**src/rtl/fp_sched_pkg.sv**
```systemverilog
// fp_sched_pkg: shared constants and types for the shared fp16 adder scheduler
package fp_sched_pkg;
    localparam int ADDER_LATENCY_DEF = 6;
    localparam int FLAG_LATENCY_DEF  = 2;
    localparam int F_OVF  = 0;
    localparam int F_UNF  = 1;
    localparam int F_ZERO = 2;
    localparam int F_INF  = 3;
    localparam int F_NAN  = 4;
    typedef enum logic {RUN = 1'b0, DRAIN = 1'b1} sched_state_t;
endpackage

```
**src/rtl/fp_add_scheduler_if.sv**
```systemverilog
// fp_add_scheduler_if: requester, adder and response signals of the shared-adder scheduler
interface fp_add_scheduler_if #(parameter int NUM_REQ = 4);
    localparam int ID_W = $clog2(NUM_REQ);
    logic [NUM_REQ-1:0]    req_valid;
    logic [NUM_REQ-1:0]    req_ready;
    logic [16*NUM_REQ-1:0] req_operand_a;
    logic [16*NUM_REQ-1:0] req_operand_b;
    logic [NUM_REQ-1:0]    req_op;
    logic [15:0]           adder_operand_a;
    logic [15:0]           adder_operand_b;
    logic                  adder_final_operation;
    logic [15:0]           adder_result;
    logic                  adder_overflow;
    logic                  adder_underflow;
    logic                  adder_zero;
    logic                  adder_infinity;
    logic                  adder_nan;
    logic                  resp_valid;
    logic [ID_W-1:0]       resp_id;
    logic [15:0]           resp_result;
    logic [4:0]            resp_flags;
    logic                  busy;
    modport slave (
        input  req_valid, req_operand_a, req_operand_b, req_op,
        input  adder_result, adder_overflow, adder_underflow, adder_zero, adder_infinity, adder_nan,
        output req_ready, adder_operand_a, adder_operand_b, adder_final_operation,
        output resp_valid, resp_id, resp_result, resp_flags, busy
    );
    modport master (
        output req_valid, req_operand_a, req_operand_b, req_op,
        output adder_result, adder_overflow, adder_underflow, adder_zero, adder_infinity, adder_nan,
        input  req_ready, adder_operand_a, adder_operand_b, adder_final_operation,
        input  resp_valid, resp_id, resp_result, resp_flags, busy
    );
endinterface

```
**src/rtl/rr_arbiter.sv**
```systemverilog
// rr_arbiter: round-robin arbiter; priority starts one past the last granted index
module rr_arbiter #(
    parameter int NUM_REQ = 4
) (
    input  logic                       clock,
    input  logic                       reset_n,
    input  logic [NUM_REQ-1:0]         req,
    input  logic                       update,
    output logic [NUM_REQ-1:0]         grant,
    output logic [$clog2(NUM_REQ)-1:0] idx,
    output logic                       any
);
    localparam int IW = $clog2(NUM_REQ);
    logic [IW-1:0] ptr;
    logic [IW-1:0] c;
    always_comb begin
        idx = '0;
        any = 1'b0;
        c = '0;
        for (int k = 1; k <= NUM_REQ; k++) begin
            c = IW'((int'(ptr) + k) % NUM_REQ);
            if (!any && req[c]) begin
                any = 1'b1;
                idx = c;
            end
        end
    end
    assign grant = NUM_REQ'(any) << idx;
    always_ff @(posedge clock or negedge reset_n) begin
        if (!reset_n) ptr <= IW'(NUM_REQ - 1);
        else if (update) ptr <= idx;
    end
endmodule

```
**src/rtl/fp_add_scheduler.sv**
```systemverilog
// fp_add_scheduler: round-robin front end sharing one pipelined fp16 adder; drains the
// pipeline before each add/sub mode change and returns results tagged with requester id
module fp_add_scheduler
    import fp_sched_pkg::*;
#(
    parameter int NUM_REQ       = 4,
    parameter int ADDER_LATENCY = ADDER_LATENCY_DEF,
    parameter int FLAG_LATENCY  = FLAG_LATENCY_DEF
) (
    input logic               clock,
    input logic               reset_n,
    fp_add_scheduler_if.slave bus
);
    localparam int IW = $clog2(NUM_REQ);
    localparam int FD = ADDER_LATENCY - FLAG_LATENCY;
    sched_state_t       state;
    logic               mode;
    logic [IW-1:0]      drain_id;
    logic [IW-1:0]      win_idx;
    logic [NUM_REQ-1:0] win_grant;
    logic               win_any;
    logic               xfer;
    logic               mismatch;
    logic               tail;
    logic [3:0]         count;
    logic               trk_v  [ADDER_LATENCY+1];
    logic [IW-1:0]      trk_id [ADDER_LATENCY+1];
    logic [2:0]         flg    [FD];
    rr_arbiter #(.NUM_REQ(NUM_REQ)) u_arb (
        .clock   (clock),
        .reset_n (reset_n),
        .req     (bus.req_valid),
        .update  (xfer),
        .grant   (win_grant),
        .idx     (win_idx),
        .any     (win_any)
    );
    // a winner whose op differs from the current mode is held back until the pipeline empties
    assign xfer     = state == RUN && win_any && bus.req_op[win_idx] == mode;
    assign mismatch = state == RUN && win_any && bus.req_op[win_idx] != mode;
    assign bus.req_ready = xfer ? win_grant : '0;
    assign tail = trk_v[ADDER_LATENCY];
    assign bus.busy = count != 4'd0 || state == DRAIN;
    assign bus.adder_final_operation = mode;
    always_ff @(posedge clock or negedge reset_n) begin
        if (!reset_n) begin
            state    <= RUN;
            mode     <= 1'b0;
            drain_id <= '0;
            count    <= '0;
        end else begin
            count <= count + 4'(xfer) - 4'(tail);
            if (mismatch) begin
                state    <= DRAIN;
                drain_id <= win_idx;
            end else if (state == DRAIN && count == 4'd0) begin
                state <= RUN;
                if (bus.req_valid[drain_id]) mode <= bus.req_op[drain_id];
            end
        end
    end
    always_ff @(posedge clock or negedge reset_n) begin
        if (!reset_n) begin
            for (int i = 0; i <= ADDER_LATENCY; i++) begin
                trk_v[i]  <= 1'b0;
                trk_id[i] <= '0;
            end
            for (int i = 0; i < FD; i++) flg[i] <= '0;
            bus.adder_operand_a <= '0;
            bus.adder_operand_b <= '0;
            bus.resp_valid      <= 1'b0;
            bus.resp_id         <= '0;
            bus.resp_result     <= '0;
            bus.resp_flags      <= '0;
        end else begin
            trk_v[0]  <= xfer;
            trk_id[0] <= win_idx;
            for (int i = 1; i <= ADDER_LATENCY; i++) begin
                trk_v[i]  <= trk_v[i-1];
                trk_id[i] <= trk_id[i-1];
            end
            // zero/inf/nan arrive early; delay them to line up with the result
            flg[0] <= {bus.adder_nan, bus.adder_infinity, bus.adder_zero};
            for (int i = 1; i < FD; i++) flg[i] <= flg[i-1];
            bus.adder_operand_a <= xfer ? bus.req_operand_a[win_idx*16 +: 16] : '0;
            bus.adder_operand_b <= xfer ? bus.req_operand_b[win_idx*16 +: 16] : '0;
            bus.resp_valid      <= tail;
            bus.resp_id         <= tail ? trk_id[ADDER_LATENCY] : '0;
            bus.resp_result     <= tail ? bus.adder_result : '0;
            bus.resp_flags[F_OVF]  <= tail & bus.adder_overflow;
            bus.resp_flags[F_UNF]  <= tail & bus.adder_underflow;
            bus.resp_flags[F_ZERO] <= tail & flg[FD-1][0];
            bus.resp_flags[F_INF]  <= tail & flg[FD-1][1];
            bus.resp_flags[F_NAN]  <= tail & flg[FD-1][2];
        end
    end
endmodule

```
**src/flat_wrapper.sv**
```systemverilog
// flat-port wrapper written by rule: the top's interface ports become plain ports
module fp_add_scheduler_flat import fp_sched_pkg::*;
#(
    parameter int NUM_REQ       = 4,
    parameter int ADDER_LATENCY = ADDER_LATENCY_DEF,
    parameter int FLAG_LATENCY  = FLAG_LATENCY_DEF
)
  (clock, reset_n, bus_req_valid, bus_req_operand_a, bus_req_operand_b, bus_req_op, bus_adder_result, bus_adder_overflow, bus_adder_underflow, bus_adder_zero, bus_adder_infinity, bus_adder_nan, bus_req_ready, bus_adder_operand_a, bus_adder_operand_b, bus_adder_final_operation, bus_resp_valid, bus_resp_id, bus_resp_result, bus_resp_flags, bus_busy);
  fp_add_scheduler_if #(.NUM_REQ(NUM_REQ)) bus_i ();
  input logic clock;
  input logic reset_n;
  input wire logic [$bits(bus_i.req_valid)-1:0] bus_req_valid;
  input wire logic [$bits(bus_i.req_operand_a)-1:0] bus_req_operand_a;
  input wire logic [$bits(bus_i.req_operand_b)-1:0] bus_req_operand_b;
  input wire logic [$bits(bus_i.req_op)-1:0] bus_req_op;
  input wire logic [$bits(bus_i.adder_result)-1:0] bus_adder_result;
  input wire logic [$bits(bus_i.adder_overflow)-1:0] bus_adder_overflow;
  input wire logic [$bits(bus_i.adder_underflow)-1:0] bus_adder_underflow;
  input wire logic [$bits(bus_i.adder_zero)-1:0] bus_adder_zero;
  input wire logic [$bits(bus_i.adder_infinity)-1:0] bus_adder_infinity;
  input wire logic [$bits(bus_i.adder_nan)-1:0] bus_adder_nan;
  output wire logic [$bits(bus_i.req_ready)-1:0] bus_req_ready;
  output wire logic [$bits(bus_i.adder_operand_a)-1:0] bus_adder_operand_a;
  output wire logic [$bits(bus_i.adder_operand_b)-1:0] bus_adder_operand_b;
  output wire logic [$bits(bus_i.adder_final_operation)-1:0] bus_adder_final_operation;
  output wire logic [$bits(bus_i.resp_valid)-1:0] bus_resp_valid;
  output wire logic [$bits(bus_i.resp_id)-1:0] bus_resp_id;
  output wire logic [$bits(bus_i.resp_result)-1:0] bus_resp_result;
  output wire logic [$bits(bus_i.resp_flags)-1:0] bus_resp_flags;
  output wire logic [$bits(bus_i.busy)-1:0] bus_busy;
  assign bus_i.req_valid = bus_req_valid;
  assign bus_i.req_operand_a = bus_req_operand_a;
  assign bus_i.req_operand_b = bus_req_operand_b;
  assign bus_i.req_op = bus_req_op;
  assign bus_i.adder_result = bus_adder_result;
  assign bus_i.adder_overflow = bus_adder_overflow;
  assign bus_i.adder_underflow = bus_adder_underflow;
  assign bus_i.adder_zero = bus_adder_zero;
  assign bus_i.adder_infinity = bus_adder_infinity;
  assign bus_i.adder_nan = bus_adder_nan;
  assign bus_req_ready = bus_i.req_ready;
  assign bus_adder_operand_a = bus_i.adder_operand_a;
  assign bus_adder_operand_b = bus_i.adder_operand_b;
  assign bus_adder_final_operation = bus_i.adder_final_operation;
  assign bus_resp_valid = bus_i.resp_valid;
  assign bus_resp_id = bus_i.resp_id;
  assign bus_resp_result = bus_i.resp_result;
  assign bus_resp_flags = bus_i.resp_flags;
  assign bus_busy = bus_i.busy;
  fp_add_scheduler #(.NUM_REQ(NUM_REQ), .ADDER_LATENCY(ADDER_LATENCY), .FLAG_LATENCY(FLAG_LATENCY)) u_core (.clock(clock), .reset_n(reset_n), .bus(bus_i));
endmodule
```
**config.mk**
```make
export PLATFORM = sky130hd
export DESIGN_NAME = fp_add_scheduler_flat
export DESIGN_NICKNAME = d
export VERILOG_FILES = /design/src/rtl/fp_sched_pkg.sv /design/src/rtl/fp_add_scheduler_if.sv /design/src/rtl/rr_arbiter.sv /design/src/rtl/fp_add_scheduler.sv /design/src/flat_wrapper.sv
export SDC_FILE = /design/constraint.sdc
export NUM_CORES = 1
export LEC_CHECK = 0
export BUFFER_PORTS_ARGS = -buffer_cell sky130_fd_sc_hd__buf_4
export CORE_MARGIN = 8
export CORE_UTILIZATION = 49
export DETAILED_ROUTE_END_ITERATION = 6
export PLACE_DENSITY = 0.85
export SLEW_MARGIN = 20
export SYNTH_ARGS = -nofsm -noshare
export SYNTH_HDL_FRONTEND = slang
export SYNTH_SLANG_ARGS = --single-unit
export TNS_END_PERCENT = 20
```
**constraint.sdc**
```tcl
create_clock -name clock -period 8.34 [get_ports clock]
set_input_delay 1.668 -clock clock [delete_from_list [all_inputs] [get_ports clock]]
set_output_delay 1.668 -clock clock [all_outputs]
set_load 0.03 [all_outputs]
```
==> results of run 1 <==
-- area by class of cell --
cell class              count  area (µm²)  share of cell area
clock buffers               9         124              0.0197
clock inverters             7        93.8              0.0149
inverters                  10        37.5             0.00596
multi-input cells         199        1740               0.277
flip-flops and latches     99        2480               0.393
well taps                 108         135              0.0214
repair buffers            225        1690               0.268
-- power by group through the flow --
stage                     Clock (µW)  Combinational [µW]  Sequential [µW]
after floorplan                    0                 493              870
after global placement             0                 925              715
after detailed placement           0                 952              721
after CTS                        321                 954              712
after global routing             342                1010              727
final                            314                 943              709
-- how the worst max path moves through the flow --
stage	startpoint	endpoint	slack [ps]	cells after the start
detailed placement	bus_req_valid[0]	bus_req_ready[0]	2570	10
CTS	bus_req_valid[0]	bus_req_ready[0]	2560	10
finish	bus_req_valid[0]	bus_req_ready[0]	2590	10
floorplan	bus_req_valid[0]	bus_req_ready[0]	3240	7
global placement	bus_req_valid[0]	bus_req_ready[2]	2640	10
global route	bus_req_valid[0]	bus_req_ready[0]	2440	10
-- cells by family after synthesis --
logic type | Yosys count | synth area share
multiplexers | 44 | 0.110
XOR/XNOR | 2 | 0.00399
AND/OR/NAND/NOR | 73 | 0.105
adder cells (fa/ha/maj) | 6 | 0.0188
flip-flops | 99 | 0.565
buffers and inverters | 34 | 0.0379
AO/OA/AOI/OAI | 74 | 0.159
-- synthesized netlist by cell type, drive strengths merged (2+ instances only) --
master	count	area share
o21ai	2	0.0023
nor2b	32	0.046
nand2b	3	0.0048
ha	5	0.014
clkbuf	13	0.011
nor3b	2	0.0046
dfstp	2	0.012
nand2	2	0.0017
mux2i	38	0.092
mux2	5	0.013
a21oi	3	0.0034
inv	10	0.0086
and2	23	0.033
xor2	2	0.0040
a211oi	65	0.15
nor3	4	0.0068
dfrtp	97	0.55
and3	3	0.0043
nor2	3	0.0026
buf	11	0.018
-- registers in the layout, summed over array words and instances, names as in the netlist --
register	count
u_core.bus.adder_operand_a	16
u_core.u_arb.ptr	2
u_core.bus.resp_valid	1
u_core.bus.adder_operand_b	16
u_core.count	4
u_core.state	1
u_core.trk_id	14
u_core.bus.adder_final_operation	1
u_core.drain_id	2
u_core.bus.resp_flags	5
u_core.bus.resp_result	16
u_core.bus.resp_id	2
u_core.flg	12
u_core.trk_v	6
u_core.tail	1
-- worst register-to-register path: stages (launching register included) --
cell	delay (ps)
sky130_fd_sc_hd__dfstp_2	600
sky130_fd_sc_hd__nor3b_2	70
sky130_fd_sc_hd__a211oi_4	170
sky130_fd_sc_hd__buf_4	350
sky130_fd_sc_hd__mux2i_1	180
sky130_fd_sc_hd__mux2i_4	230
sky130_fd_sc_hd__mux2i_4	280
sky130_fd_sc_hd__inv_2	100
sky130_fd_sc_hd__ha_1	240
sky130_fd_sc_hd__fa_1	390
sky130_fd_sc_hd__xor2_1	150
-- stage by stage --
step / util / instances / total power [µW] / hold slack, ps / setup WS [ps]
after floorplan: - / 332 / 1360 / 331 / 3240
after global placement: 0.698 / 641 / 1640 / 331 / 2640
after detailed placement: 0.698 / 641 / 1670 / 335 / 2570
after CTS: 0.723 / 657 / 1990 / 352 / 2560
after global routing: 0.723 / 657 / 2080 / 357 / 2440
final: 0.723 / 657 / 1970 / 351 / 2590
-- per-layer routing --
layer,GRT usage,vias to the layer above
li1,-,1598
met1,0.241,1620
met2,0.346,149
met3,0.0628,15
met4,0.0685,0
met5,0,-
==> results by stage, run 1 <==
Timing:
- The post-route minimum period is 5750 ps.
- The final worst clock skew is 18.4 ps.
- Setup repair after global routing left no endpoint under its margin.
- In the finished design, the share of the clock period the worst path needs comes to 0.689.
- The highest clock rate is 0.174 GHz.
- The final number of hold-violating endpoints was 0.
- Adding up every negative setup slack in the final design gives 0 ps.
- Setup violations remaining at the end of the flow were counted as 0.
- The worst pin sits at a relative slew slack of 0.417.
- The final max-slew violation count is 0.
- For the pin with the worst max-slew slack, the measured transition is 875 ps.

Synthesis:
- The fraction of the yosys area taken by sequential cells is 0.565.
- Counting every net in the synthesized netlist gives 497.
- For this run, asynchronously set or reset flops after synthesis account for 1.00.
- After technology mapping, the gate count stands at 332.
- The count of distinct cell types in the synthesized netlist is 38.
- The most common flop cell mapped by yosys is sky130_fd_sc_hd__dfrtp_1.
- In this run, synthesis produced a sequential element count of 99.
- The area of the mapped netlist is 4390 µm².
- The synthesized area per cell is 13.2 µm².
- In this run, synthesis inferred 0 flip-flops with an integrated enable.
- Yosys printed 0 warnings.

Die:
- Measured along the y axis, the die boundary spans 111 µm.
- The count of pins on the block boundary is 221.
- The number of rows in the core area is 34.
- The die is 111 µm wide.
- The effective utilization at floorplan is 0.503.
- The total area inside the core boundary comes to 8720 µm².
- The die covers 12,200 µm².

Worst hold path:
- For hold timing, the worst endpoint is u_core.trk_id[2].
- The number of cells traversed by the worst hold path is 0.
- The startpoint identified for the worst hold timing path is u_core.trk_id[4].
- The worst hold path belongs to the class flop to flop.

Setup path:
- The element type at the critical path end is an output pin.
- The startpoint identified for the worst register-to-register timing path is u_core.u_arb.ptr[1].
- In this run the worst path has a maximum fanout of 34.
- The cell count of the worst reg-to-reg path is 10.
- The critical path contains buffers and inverters numbering 4 combined.
- The most frequent cell on the critical path is sky130_fd_sc_hd__buf_4.
- The worst setup slack for register-to-register paths is 5480 ps.
- The signal on the critical path passes through buf_4 -> o21a_1 -> a211oi_4 -> buf_4 -> mux2i_1 -> mux2i_4 -> mux2i_4 -> buf_4 -> nor3_2 -> buf_4.
- Data on the critical path is required at its endpoint by 6670 ps.
- At the worst endpoint, the arrival time is 4080 ps.
- The kind of cell adding the most delay to the critical path is buffers and inverters.
- The largest single stage delay on the critical path is 490 ps.
- The highest-delay cell along the critical path is sky130_fd_sc_hd__buf_4.
- STA classifies the critical path startpoint as an input pin.
- The worst setup path is of the input pin to output pin kind.
- The endpoint identified for the worst register-to-register timing path is u_core.count[2].

Detailed routing:
- Routed signal wires occupy layers up through met4.
- The met2 wire length is 6450 µm.
- The length of the first detailed-routing pass in iterations is 4.
- The violation count after the first detailed-route iteration is 133.
- Dividing the detail-routed via count by the number of cells gives 5.15.
- The average detailed-routed wire length per instance is 19.3 µm.
- The total via count in the routed design is 3,382.
- The remaining antenna violation count after routing is 0.
- After detailed routing, the wire length on met1 is 5050 µm.
- After detailed routing, the number of remaining DRC violations is 0.
- After detailed routing, the met3 layer carries 1000 µm of wire.
- The total routed wirelength is 12,700 µm.

Place:
- The count of port buffers added during placement is 220.
- The area after detailed placement is 6080 µm².
- Detailed placement ended at an HPWL of 9860 µm.
- The final weighted congestion of routability-driven global placement is 0.764.

Power and ir drop:
- The power dissipated by switching net loads is 834 µW.
- Internal power comes to 1130 µW.
- Of the total power, the clock network draws 0.160.
- The highest ir drop seen on vdd is 0.000314 V.
- Of the total power, combinational logic draws 0.479.
- Of the total power, registers draw 0.361.
- The switching fraction of total power is 0.424.
- Power spread over the standard cell area amounts to 312 nW/µm².
- The leakage dissipation is 0.00316 µW.

Finish:
- In the final layout, the share of cells above drive strength 1 is 0.521.
- In the layout the commonest cells are sky130_fd_sc_hd__buf_4, sky130_fd_sc_hd__dfrtp_1, sky130_fd_sc_hd__mux2i_1, sky130_fd_sc_hd__a211oi_1, sky130_fd_sc_hd__nor2b_1.
- The count of filler cells inserted in the layout is 586.
- The net count of the finished layout is 709.
- From synthesis to final layout, the design area changed by 43.6%.
- Leaving out fill and tap cells, the most frequent cell in the layout is sky130_fd_sc_hd__buf_4.
- The count of inserted antenna diode cells is 0.
- The cell area after layout is 6300 µm².

CTS:
- The cell sitting at the root of the clock tree is a sky130_fd_sc_hd__clkbuf_8.
- After clock tree synthesis, the repair step resized 0 gates.
- The H-tree was split into 3 levels.
- The number of CTS-inserted buffers is 9.
- The CTS tree is built.
- Clock-pin slew was measured on the worst setup and hold paths at 100 ps.
- The count of clock tree sinks is 99.
- In this run the post-CTS setup repair buffer count came out at 0.
- The source-to-sink clock delay at the later pin of the worst-skew pair is 370 ps.
- For this design, the CTS-stage hold fixing added 0 buffers.
- The buffer levels on the longest clock path is 2.

GRT:
- The number of global-route vias before repair came to 3,699.
- The first global-routing pass estimated 19,900 µm of wire.
- The initial antenna violation count came to 0.
- Entering global routing, the biggest net connects 78 pins.
- For this run, the total global-route usage over all layers was measured as 0.205.
- The residual overflow from global routing is 0.

Flow run:
- The max-cap check violation count is 0.

Run status:
- The run finished with clean final reports.
Note: power is estimated with default switching activity, not from simulation.
==> run 2, diff against run 1 <==
Settings changed: CORE_UTILIZATION 49 to 41, PLACE_DENSITY 0.85 to 0.76.
Clock period 8.34 ns to 5.2 ns, I/O delays scaled along.
==> run 2 against run 1 <==
Effect of this change:
- wire length fell by 0.52%
- global-route usage down 3.2 points
- non-clock buffer count up 1
- via count is 0.24% higher
- count of clock-buffer cells in the layout unchanged
- clock skew down 6.0 ps
- first-iteration DRC count rose by 26%
- largest cell class unchanged
- highest routed layer unchanged
==> results by stage, run 2 (synthesis results as in run 1) <==
Setup path:
- The number of buffers and inverters on the critical path is 3.
- The type of the setup path with the least slack is input pin to output pin.
- Data on the critical path arrives at its endpoint at 3120 ps.
- Among the stages of the critical path, the cell type that occurs most often is sky130_fd_sc_hd__buf_4.
- The worst setup path is captured at an output pin.
- The type of element launching the critical path is an input pin.
- Among all stages on the critical path, the largest delay is contributed by sky130_fd_sc_hd__buf_4.
- In this design, the largest share of critical-path delay is due to buffers and inverters.
- The critical path goes through buf_4 -> o21a_1 -> a211oi_4 -> mux2i_1 -> mux2i_4 -> mux2i_4 -> buf_4 -> nor3_2 -> buf_4.
- For the worst setup path, the data required time is 4160 ps.
- The maximum cell stage delay along the critical path is 400 ps.
- In this run the worst path has a maximum fanout of 24.

CTS:
- In this run the clock root is driven by a sky130_fd_sc_hd__clkbuf_8.
- After clock tree synthesis, the clock-pin slew on the worst setup and hold paths is 100 ps.
- The number of CTS-inserted buffers is 9.
- In this run, post-CTS repair resized a total of 0 instances.
- The count of clock tree sinks is 99.
- Counting along the longest clock path gives a buffer depth of 2.
- The number of hold-repair buffers added at the cts stage is 0.
- The clock tree synthesis step divided the H-tree into 3 levels.
- The number of setup buffers added after CTS is 0.
- TritonCTS built the clock tree.
- The source-to-sink clock delay at the later pin of the worst-skew pair is 350 ps.

Timing:
- Setup repair after global routing left no endpoint under its margin.
- The total setup violations reported at the end of the flow is 0.
- In the finished design, the share of the clock period the worst path needs comes to 0.800.
- The final max-slew violation count is 0.
- Headroom to the max-slew limit came out at 0.413.
- The final number of hold-violating endpoints is 0.
- The post-route setup TNS is 0 ps.
- For the pin with the worst max-slew slack, the measured transition is 880 ps.
- For this run, the top clock speed supported by timing is 0.240 GHz.
- The post-route minimum period is 4160 ps.
- The final worst clock skew is 12.4 ps.

Power and ir drop:
- The total design power is 3150 µW.
- The highest ir drop seen on vdd is 0.000372 V.
- The power density of the placed cells is 497 nW/µm².
- For this design the static power due to leakage is 0.00317 µW.

Detailed routing:
- The routed design uses 6210 µm of met2 wire.
- After detailed routing, the wire length on met1 is 5010 µm.
- After detailed routing, the average wire length per cell comes to 18.4 µm.
- Once detail routing completed, the nets flagged for antenna violations numbered 0.
- The met3 wirelength from detailed routing is 1240 µm.
- In this run, the number of DRC markers left after iteration 0 of detailed routing was 168.
- The total routed wirelength is 12,600 µm.
- The topmost layer with routed signal wires is met4.
- The total via count in the routed design is 3,390.
- Dividing the detail-routed via count by the number of cells gives 4.94.
- For this run, design rule violations remaining after detail routing come to 0.
- The length of the first detailed-routing pass in iterations is 4.

Finish:
- The area growth from synthesis to layout is 44.3%.
- Fill cells in the final layout number 863.
- The net count of the finished layout is 710.
- The ratio of cells with drive above 1 in the final layout is 0.522.
- The count of inserted antenna diode cells is 0.
- Leaving out fill and tap cells, the most frequent cells in the layout are sky130_fd_sc_hd__buf_4, sky130_fd_sc_hd__dfrtp_1, sky130_fd_sc_hd__mux2i_1, sky130_fd_sc_hd__a211oi_1, sky130_fd_sc_hd__nor2b_1.
- Leaving out fill and tap cells, the most frequent cell in the layout is sky130_fd_sc_hd__buf_4.
- In the final layout, the registers with the most flip-flops are u_core.bus.adder_operand_a: 16 flops, u_core.bus.adder_operand_b: 16 flops, u_core.bus.resp_result: 16 flops.

GRT:
- The first global-routing pass estimated 19,800 µm of wire.
- The number of global-route vias before repair was 3,747.
- The initial antenna violation count is 0.
- The pin count of the biggest net entering global routing is 76.
- Across every metal layer, demand over resource in global routing totals 0.172.
- The residual overflow from global routing is 0.

Worst hold path:
- In this run the worst hold path is classified as flop to flop.

Die:
- The area of the core is 10,400 µm².
- The floorplan has 37 rows.
- The full die area is 14,300 µm².
- The count of pins on the block boundary is 221.
- In this run the vertical extent of the chip is 119 µm.
- The initial utilization of the core area, before any placement, comes to 0.423.
- The die width is 119 µm.

Place:
- Detailed placement finished with a half-perimeter wire length of 9900 µm.
- Input and output buffers added on the ports amount to 220.
- At the end of routability-driven placement, the weighted congestion stood at 0.815.

Run status:
- The flow ran to the end, and the final reports show no timing, DRC or antenna violations.

Flow run:
- The max-cap check violation count is 0.
run 2: changes by cell type in the layout (fill, tap and decap cells not counted):
| cell | change |
|---|---|
| sky130_fd_sc_hd__clkinv_8 | -2 |
| sky130_fd_sc_hd__inv_8 | +1 |
| sky130_fd_sc_hd__clkinv_4 | +1 |
| sky130_fd_sc_hd__buf_4 | +1 |
run 2: path summary, 6_finish.rpt:
kind                       slack, ps                         to  depth (start not counted)           startpoint
hold reg to reg                  350           u_core.trk_id[8]                          0    u_core.trk_id[10]
hold / removal                   350           u_core.trk_id[8]                          0    u_core.trk_id[10]
setup reg to reg                2480            u_core.count[2]                          9  u_core.u_arb.ptr[0]
setup / recovery                1040           bus_req_ready[2]                          9     bus_req_valid[0]
min in group asynchronous        780  u_core.bus.resp_result[3]                          1              reset_n
max in group asynchronous       3470           u_core.trk_id[4]                          2              reset_n
run 2: layout make-up:
cell class,count,area (µm²),area share
Sequential cell,99,2480,0.392
Tap cell,136,170,0.0269
Multi-Input combinational cell,199,1740,0.275
Clock inverter,7,81.3,0.0128
Clock buffer,9,124,0.0196
Inverter,10,37.5,0.00593
Timing Repair Buffer,226,1700,0.268
run 2: through the flow:
| step | cell area (µm²) | utilization | instances | setup slack [ps] | hold WS [ps] |
|---|---|---|---|---|---|
| floorplan | 4390 | - | 332 | 1360 | 331 |
| global placement | 6130 | 0.591 | 670 | 1100 | 331 |
| detailed placement | 6130 | 0.591 | 670 | 1030 | 335 |
| CTS | 6330 | 0.611 | 686 | 1020 | 348 |
| global route | 6330 | 0.611 | 686 | 914 | 353 |
| finish | 6330 | 0.611 | 686 | 1040 | 347 |
run 2: routing by layer:
layer	vias to the layer above	GRT usage
li1	1608	-
met1	1614	0.197
met2	156	0.293
met3	12	0.0685
met4	0	0.0484
met5	-	0
run 2: power breakdown:
part / internal (µW) / total (µW) / switching, µW
Combinational: 600 / 1520 / 922
Sequential: 1020 / 1140 / 115
Clock: 192 / 487 / 295
